==> src/rtl/vrsm_dma_pkg.sv <==
// ============================================================================
// Module   : vrsm_dma_pkg
// Brief    : Shared sizes, types and FSM states for the ring-buffer burst arbiter.
// Revision : 1.0  initial release
// ============================================================================
`default_nettype none

package vrsm_dma_pkg;

    localparam int DATA_WIDTH   = 32;
    localparam int BURST_LENGTH = 128;
    localparam int NUM_LANE     = 4;
    localparam int DEPTH        = NUM_LANE * BURST_LENGTH;

    localparam int OCC_W  = $clog2(DEPTH + 1);
    localparam int BEAT_W = $clog2(BURST_LENGTH + 1);
    localparam int LANE_W = (NUM_LANE > 1) ? $clog2(NUM_LANE) : 1;

    typedef logic [OCC_W-1:0]  occ_t;
    typedef logic [BEAT_W-1:0] beat_cnt_t;
    typedef logic [LANE_W-1:0] lane_idx_t;

    typedef enum logic [1:0] {
        IDLE = 2'd0,
        ARB  = 2'd1,
        XFER = 2'd2
    } arb_state_e;

endpackage

`default_nettype wire

==> src/rtl/rr_arbiter.sv <==
// ============================================================================
// Module   : rr_arbiter
// Brief    : Combinational round-robin pick: first requester after the last winner.
// Revision : 1.0  initial release
// ============================================================================
`default_nettype none

module rr_arbiter
    import vrsm_dma_pkg::*;
(
    input  logic [NUM_LANE-1:0] i_req,
    input  lane_idx_t           i_last,
    output logic [NUM_LANE-1:0] o_gnt,
    output lane_idx_t           o_idx,
    output logic                o_any
);

    int w_pos;

    // Walk the lanes starting one past the last winner; first hit wins.
    always_comb begin
        o_gnt = '0;
        o_idx = '0;
        o_any = 1'b0;
        w_pos = 0;
        for (int k = 1; k <= NUM_LANE; k++) begin
            w_pos = (int'(i_last) + k) % NUM_LANE;
            if (!o_any && i_req[lane_idx_t'(w_pos)]) begin
                o_any = 1'b1;
                o_idx = lane_idx_t'(w_pos);
            end
        end
        if (o_any) begin
            o_gnt[o_idx] = 1'b1;
        end
    end

endmodule

`default_nettype wire

==> src/rtl/ring_buffer_burst_arbiter.sv <==
// ============================================================================
// Module   : ring_buffer_burst_arbiter
// Brief    : Grants whole bursts from DMA lanes onto the ring_buffer write port,
//            only when a full burst of free space can be reserved.
// Revision : 1.0  initial release
// ============================================================================
`default_nettype none

module ring_buffer_burst_arbiter
    import vrsm_dma_pkg::*;
(
    input  logic                           clk,
    input  logic                           rst,
    input  logic [NUM_LANE-1:0]            lane_req,
    output logic [NUM_LANE-1:0]            lane_gnt,
    input  logic [NUM_LANE-1:0]            lane_valid,
    input  logic [NUM_LANE*DATA_WIDTH-1:0] lane_data,
    output logic [NUM_LANE-1:0]            lane_ready,
    output logic                           rb_wen,
    output logic [DATA_WIDTH-1:0]          rb_din,
    input  logic                           rb_ren,
    input  logic                           rb_full,
    input  logic                           rb_empty,
    output logic [OCC_W-1:0]               occupancy,
    output logic                           busy,
    output logic                           ovf_err
);

    arb_state_e          r_state;
    arb_state_e          w_state_nxt;
    beat_cnt_t           r_beat_cnt;
    lane_idx_t           r_rr_ptr;
    lane_idx_t           r_owner;
    occ_t                r_occ;
    logic                r_ovf;

    logic [NUM_LANE-1:0] w_arb_gnt;
    lane_idx_t           w_arb_idx;
    logic                w_arb_any;
    logic [DATA_WIDTH-1:0] w_lane_word [NUM_LANE];
    occ_t                w_committed;
    logic                w_space_ok;
    logic                w_owner_valid;
    logic                w_beat;
    logic                w_last_beat;
    logic                w_occ_inc;
    logic                w_occ_dec;

    generate
        for (genvar g = 0; g < NUM_LANE; g++) begin : g_lane_word
            assign w_lane_word[g] = lane_data[g*DATA_WIDTH +: DATA_WIDTH];
        end
    endgenerate

    rr_arbiter u_rr_arbiter (
        .i_req  (lane_req),
        .i_last (r_rr_ptr),
        .o_gnt  (w_arb_gnt),
        .o_idx  (w_arb_idx),
        .o_any  (w_arb_any)
    );

    // Words in flight for an unfinished burst count as already occupied.
    assign w_committed   = r_occ + occ_t'(r_beat_cnt);
    assign w_space_ok    = (occ_t'(DEPTH) - w_committed) >= occ_t'(BURST_LENGTH);
    assign w_owner_valid = lane_valid[r_owner];
    assign w_beat        = (r_state == XFER) && w_owner_valid && !rb_full;
    assign w_last_beat   = w_beat && (r_beat_cnt == beat_cnt_t'(1));
    assign w_occ_inc     = rb_wen && !rb_full;
    assign w_occ_dec     = rb_ren && !rb_empty;

    always_comb begin
        w_state_nxt = r_state;
        lane_gnt    = '0;
        lane_ready  = '0;
        rb_wen      = 1'b0;
        rb_din      = '0;
        busy        = 1'b0;
        case (r_state)
            IDLE: begin
                if (|lane_req && w_space_ok) begin
                    w_state_nxt = ARB;
                end
            end
            ARB: begin
                busy        = 1'b1;
                lane_gnt    = w_arb_gnt;
                w_state_nxt = w_arb_any ? XFER : IDLE;
            end
            XFER: begin
                busy = 1'b1;
                if (!rb_full) begin
                    lane_ready[r_owner] = 1'b1;
                end
                rb_wen = w_beat;
                if (w_beat) begin
                    rb_din = w_lane_word[r_owner];
                end
                if (w_last_beat) begin
                    w_state_nxt = IDLE;
                end
            end
            default: begin
                w_state_nxt = IDLE;
            end
        endcase
    end

    always_ff @(posedge clk or posedge rst) begin
        if (rst) begin
            r_state    <= IDLE;
            r_beat_cnt <= '0;
            r_rr_ptr   <= lane_idx_t'(NUM_LANE - 1);
            r_owner    <= '0;
        end else begin
            r_state <= w_state_nxt;
            if (r_state == ARB && w_arb_any) begin
                r_rr_ptr   <= w_arb_idx;
                r_owner    <= w_arb_idx;
                r_beat_cnt <= beat_cnt_t'(BURST_LENGTH);
            end else if (w_beat) begin
                r_beat_cnt <= r_beat_cnt - beat_cnt_t'(1);
            end
        end
    end

    always_ff @(posedge clk or posedge rst) begin
        if (rst) begin
            r_occ <= '0;
            r_ovf <= 1'b0;
        end else begin
            if (w_occ_inc && !w_occ_dec && r_occ != occ_t'(DEPTH)) begin
                r_occ <= r_occ + occ_t'(1);
            end else if (w_occ_dec && !w_occ_inc && r_occ != '0) begin
                r_occ <= r_occ - occ_t'(1);
            end
            // A beat offered against a full buffer means the reservation was broken.
            if (r_state == XFER && w_owner_valid && rb_full) begin
                r_ovf <= 1'b1;
            end
        end
    end

    assign occupancy = r_occ;
    assign ovf_err   = r_ovf;

endmodule

`default_nettype wire

==> config.mk <==
export PLATFORM = sky130hd
export DESIGN_NAME = ring_buffer_burst_arbiter
export DESIGN_NICKNAME = d
export VERILOG_FILES = /design/src/rtl/vrsm_dma_pkg.sv /design/src/rtl/rr_arbiter.sv /design/src/rtl/ring_buffer_burst_arbiter.sv
export SDC_FILE = /design/constraint.sdc
export NUM_CORES = 1
export LEC_CHECK = 0
export CORE_ASPECT_RATIO = 1.25
export CORE_MARGIN = 5
export CORE_UTILIZATION = 41
export DETAILED_ROUTE_END_ITERATION = 10
export GPL_ROUTABILITY_DRIVEN = 0
export PLACE_DENSITY = 0.91
export SYNTH_ARGS = -nofsm -noshare
export SYNTH_HDL_FRONTEND = slang
export SYNTH_SLANG_ARGS = --single-unit
==> constraint.sdc <==
create_clock -name clk -period 5.69 [get_ports clk]
set_input_delay 1.4225 -clock clk [delete_from_list [all_inputs] [get_ports clk]]
set_output_delay 1.4225 -clock clk [all_outputs]
set_load 0.01 [all_outputs]
; After elaboration in Yosys (flattened, before gate mapping)
; Cells that the tools add are included.
[classes]
n_div = 0
n_eq_ne = 6
n_reduce_logical = 31
mux = 41
shifts = 0
multipliers = 0
bitwise_logic = 1
magnitude_cmp = 10
addsub = 9
[ops]
columns = operator, n
row1 = $mux 32, 4
row2 = $bmux 32 s2, 1
row3 = $mux 10, 2
row4 = $lt 2x3->1 const B, 6
row5 = $logic_and 1x1->1, 17
row6 = $mux 4, 4
row7 = $mux 8, 2
row8 = $mux 2, 7
row9 = $mux 1, 13
row10 = $add 10x1->10 const B, 1
row11 = $add 10x8->10, 1
row12 = $bmux 1 s2, 5
row13 = $ge 10x8->1 const B, 1
row14 = $ne 10x10->1 const B, 1
row15 = $reduce_bool 10->1, 1
row16 = $sub 10x1->10 const B, 1
row17 = $sub 10x10->10 const A, 1
row18 = $eq 8x1->1 const B, 1
row19 = $sub 8x1->8 const B, 1
row20 = $logic_not 1->1, 7
row21 = $pmux 2 s3, 1
row22 = $add 2x1->2 const B, 2
row23 = $add 2x2->2 const B, 2
row24 = $demux 1 s2, 2
row25 = 11 further kinds, 14
[totals]
memories = 0
ff_bits = 25
inputBits = 141
elab_cells = 104
mem_bits_rw = 0
output_inout_bits = 53
romBits = 0
latchBits = 0

; Logic depth before layout (Yosys ltp)
[logic_depth]
depth_word = 19
depth_mapped = 14

; Hierarchy
; A second synthesis with hierarchy kept.
[hier_totals]
cells_unflattened = 346
hier_area_um2 = 3251.9
[modules_own_cells]
columns = mod, cells_each, instances, area_each_um2
row1 = ring_buffer_burst_arbiter, 319, 1, 3093.0
row2 = rr_arbiter, 27, 1, 158.9

; Least setup slack after synthesis
; No wires, ideal clock.
[synth_timing]
path_kind = input-to-output
startpoint = in lane_req[1]
endpoint = out lane_gnt[0]
slack_ps = 1720
arrival_time_ps = 2547
cell_stages = 4
path_buffers = 1
path_cell_list = or4_1 and2_1 clkbuf_1 and3_1
[synth_via]
elab_chain_cells = 18
[synth_rtl]
columns = element, line_no
row1 = start: declaration, ring_buffer_burst_arbiter.sv:14  ; input logic [NUM_LANE-1:0] lane_req,
row2 = $bmux 1 s2, rr_arbiter.sv:28  ; if (!o_any && i_req[lane_idx_t'(w_pos)]) begin
row3 = $mux 1 (implied by the code), rr_arbiter.sv:28
row4 = $mux 1, rr_arbiter.sv:28
row5 = $logic_not 1->1, rr_arbiter.sv:28
row6 = $logic_and 1x1->1, rr_arbiter.sv:28
row7 = $mux 1, rr_arbiter.sv:28
row8 = $logic_not 1->1, rr_arbiter.sv:28
row9 = $logic_and 1x1->1, rr_arbiter.sv:28
row10 = [... 2 more ...], n/a
row11 = $logic_and 1x1->1, rr_arbiter.sv:28
row12 = $mux 2, rr_arbiter.sv:28
row13 = $lt 2x3->1 (implied by the code) or $ge 2x1->1 (tied branches), rr_arbiter.sv:34  ; o_gnt[o_idx] = 1'b1;
row14 = $logic_and 1x1->1 (implied by the code), rr_arbiter.sv:34
row15 = $mux 1 (implied by the code), rr_arbiter.sv:34
row16 = $demux 1 s2, n/a
row17 = $mux 4 (*), rr_arbiter.sv:33  ; if (o_any) begin
row18 = $mux 4 (*), ring_buffer_burst_arbiter.sv:79  ; case (r_state)
row19 = end: declaration, ring_buffer_burst_arbiter.sv:15  ; output logic [NUM_LANE-1:0] lane_gnt,
; Every way passes the cells marked *; elsewhere a longest branch is shown, timed or not. The select of a mux whose other input is x is not followed.

; Worst setup path in the final report
[layout_timing]
startpoint = in lane_req[1]
endpoint = out lane_gnt[3]
; The elaborated chain is that of the path after synthesis.

==> metrics.md <==
| Metric | Value |
|---|---|
| Slew @ Worst Pin | `around 0.99 ns` |
| Overall Power | `2.21 mW` |
| Synth area leader | `mux4_2` |
| Core Region | `between 7000 and 8000 um2` |
| Area after DPL | `5120 um2` |
| Post-synth EDFFs | `0` |
| Worst Path Required | `approximately 4.3 ns` |
| Initial DRC count | `99` |
| Power per cell area | `roughly 430 nW/um2` |
| Total die area | `9470 um2` |
| Final #Nets | `674` |
| DP HPWL | `10.7 mm` |
| Ranking of synthesized cells by area | `mux4_2, dfrtp_1, ha_1` |
| IO Pins | `194` |
| Post-place setup slack | `0.752 ns` |
| Slew margin rel. | `33.8%` |
| FF-to-FF Start | `r_owner[0]` |
| Synthesized flop and latch total | `25` |
| Synth Instances | `between 300 and 400` |
| Period utilization | `86.8%` |
| Sequential share of the synthesized area | `20.1%` |
| Max Cap Viol | `0` |
| Initial antenna violation count | `3` |
| Number of global-route vias before repair | `3610` |
| Routed WL | `approximately 13 mm` |
| DRT antenna net count | `0` |
| Slew Viols, Final | `0` |
| CP Launch Type | `primary input` |
| Top post-synthesis cells by count | `and3_1, mux4_2, ha_1` |
| # fillers | `524` |
| CP endpoint kind | `output port` |
| Design area | `just over 5000 um2` |
| Postcts setup bufs | `0` |
| Post-cts hold buffer count | `0` |
| DR pass1 iterations | `4` |
| Reg power frac | `19.1%` |
| Post-synth ARST share | `100%` |
| Most common cell in the netlist | `and3_1` |
| Post-CTS resize count | `0` |
| Dpl cells | `587` |
| Switching part of the total | `46.4%` |
| Outcome | `finished clean` |
| Vias | `3398` |
| Yosys warns | `0` |
| Clock sink count | `25` |
| Net switching power | `a little over 1 mW` |
| Clk_lat worst skew | `0.27 ns` |
| Grt total ovfl | `0` |
| Worst VDD drop | `between 0.3 and 0.4 mV` |
| Row count | `35` |
| P_int | `1.19 mW` |
| First-pass GRT wire length | `19.0 mm` |
| Ys flop type | `dfrtp_1` |
| Post-synth cell types | `54` |
| Largest net degree at the start of global routing | `36` |
| Antenna diode count | `0` |
| Layout area overhead | `65.6%` |
| Die Width | `88.0 um` |
| Period minus WS final | `around 4.9 ns` |
| Arr. time, crit path | `approximately 3.5 ns` |
| CP max FO | `11` |
| Leakage | `2.20 nW` |
| Setup-failing EPs final | `0` |
| Crit path from | `lane_req[1]` |
| Clock root buffer | `clkbuf_8` |
| Clk buf depth | `2` |
| Hold_sp | `ovf_err` |
| Total CTS buffers | `3` |
| GRT Util Overall | `between 20% and 30%` |
| Final worst slack | `0.753 ns` |
| Vias per cell | `approximately 5.7` |
| Clock Skew | `between 0.003 and 0.004 ns` |
| Post-Synthesis Cell Area | `between 3000 and 4000 um2` |
| Initial Utilization | `42.2%` |
| Clk slew on worst S/H paths | `0.09 ns` |
| Hold crit path type | `flip-flop to flip-flop` |
| Clock share of power | `5.1%` |
| Final Hold Fails | `0` |
| Fin cells | `591` |
| WL/cell | `21.5 um` |
| DRC errors left | `0` |
| Fmax | `slightly above 200 MHz` |
| Share of the synthesized area in the top cell type | `23.8%` |
| CTS tree | `done` |
| Layout cells sized above 1 | `9.82%` |
| Combinational Power Share | `75.8%` |
| I/O Buffers | `193` |
| H-tree depth | `1` |
| RSZ-0062 raised after global routing | `no` |
| Syn_nets | `491` |
| Syn Area/Cell | `9.84 um2` |
| Setup Crit Path Kind | `primary input to output port` |
| Setup TNS Final | `0 ns` |
| Die Height | `about 110 um` |
flip-flops by register name (all words and copies together), names as in the netlist:
name,cells
occupancy,10
r_beat_cnt,8
r_owner,2
r_rr_ptr,2
r_state,2
ovf_err,1
layer usage:
| metal | global-route usage (%) | share of wire, % | up-vias |
|---|---|---|---|
| li1 | - | - | 1553 |
| met1 | 27.5 | 34 | 1590 |
| met2 | 44.9 | 48 | 193 |
| met3 | 10.0 | 13 | 56 |
| met4 | 13.2 | 5.5 | 6 |
| met5 | 0 | 0.27 | - |
power groups by stage:
stage	Sequential (mW)	Clock [mW]	Combinational, mW
after floorplan	0.356	0	1.20
after global routing	0.444	0.119	1.85
final	0.423	0.112	1.68
after detailed placement	0.424	0	1.66
after CTS	0.423	0.114	1.67
after global placement	0.420	0	1.60
critical path, stage by stage:
cell             delay, ns
clkdlybuf4s50_1       0.45
or4_1                 0.61
and2_1                0.31
o21ai_0               0.15
nor2_1                0.07
clkdlybuf4s50_1       0.50
cells in the final DEF (no fill, tap or decap), types with 4 or more instances in the layout:
master,count
a21o_1,6
a21oi_1,12
and3_1,37
clkdlybuf4s50_1,193
dfrtp_1,22
ha_1,31
inv_1,27
mux4_2,33
nand2_1,15
nand3_1,4
nor2_1,23
nor4_1,4
o21ai_0,13
xnor2_1,12
xor2_1,4
stage by stage:
step	utilization (%)	hold WS, ns
floorplan	-	0.504
global placement	69.2	0.490
finish	69.8	0.543
global route	69.8	0.549
CTS	69.8	0.534
detailed placement	69.2	0.508
worst paths after layout:
kind                                 endpoint  slack (ns)  cells past startpoint
worst max-delay path              lane_gnt[3]        0.75                      6
min in group asynchronous       r_beat_cnt[2]        1.67                      2
max in group asynchronous          r_owner[0]        3.36                      2
worst max register to register   occupancy[8]        1.91                     10
worst min-delay path                  ovf_err        0.54                      1
worst min register to register        ovf_err        0.54                      1
cell families after synthesis:
kind of cell             Yosys count  share of synthesized area [%]
AND/OR/NAND/NOR                  104                           18.6
AO/OA/AOI/OAI                     58                           12.4
buffers and inverters             46                           6.26
multiplexers                      35                           24.5
adder cells (fa/ha/maj)           33                           13.7
flip-flops                        25                           20.1
XOR/XNOR                          16                           4.49
layout make-up:
class | instances | area [um2] | area share [%]
sequential | 25 | 629 | 12.2
inverter | 28 | 108 | 2.08
clock inverter | 1 | 7.51 | 0.145
timing repair buffer | 196 | 1970 | 38.1
tap | 92 | 115 | 2.23
multi-input combinational | 246 | 2300 | 44.5
clock buffer | 3 | 41.3 | 0.799
Power figures use the tool's default switching activity.
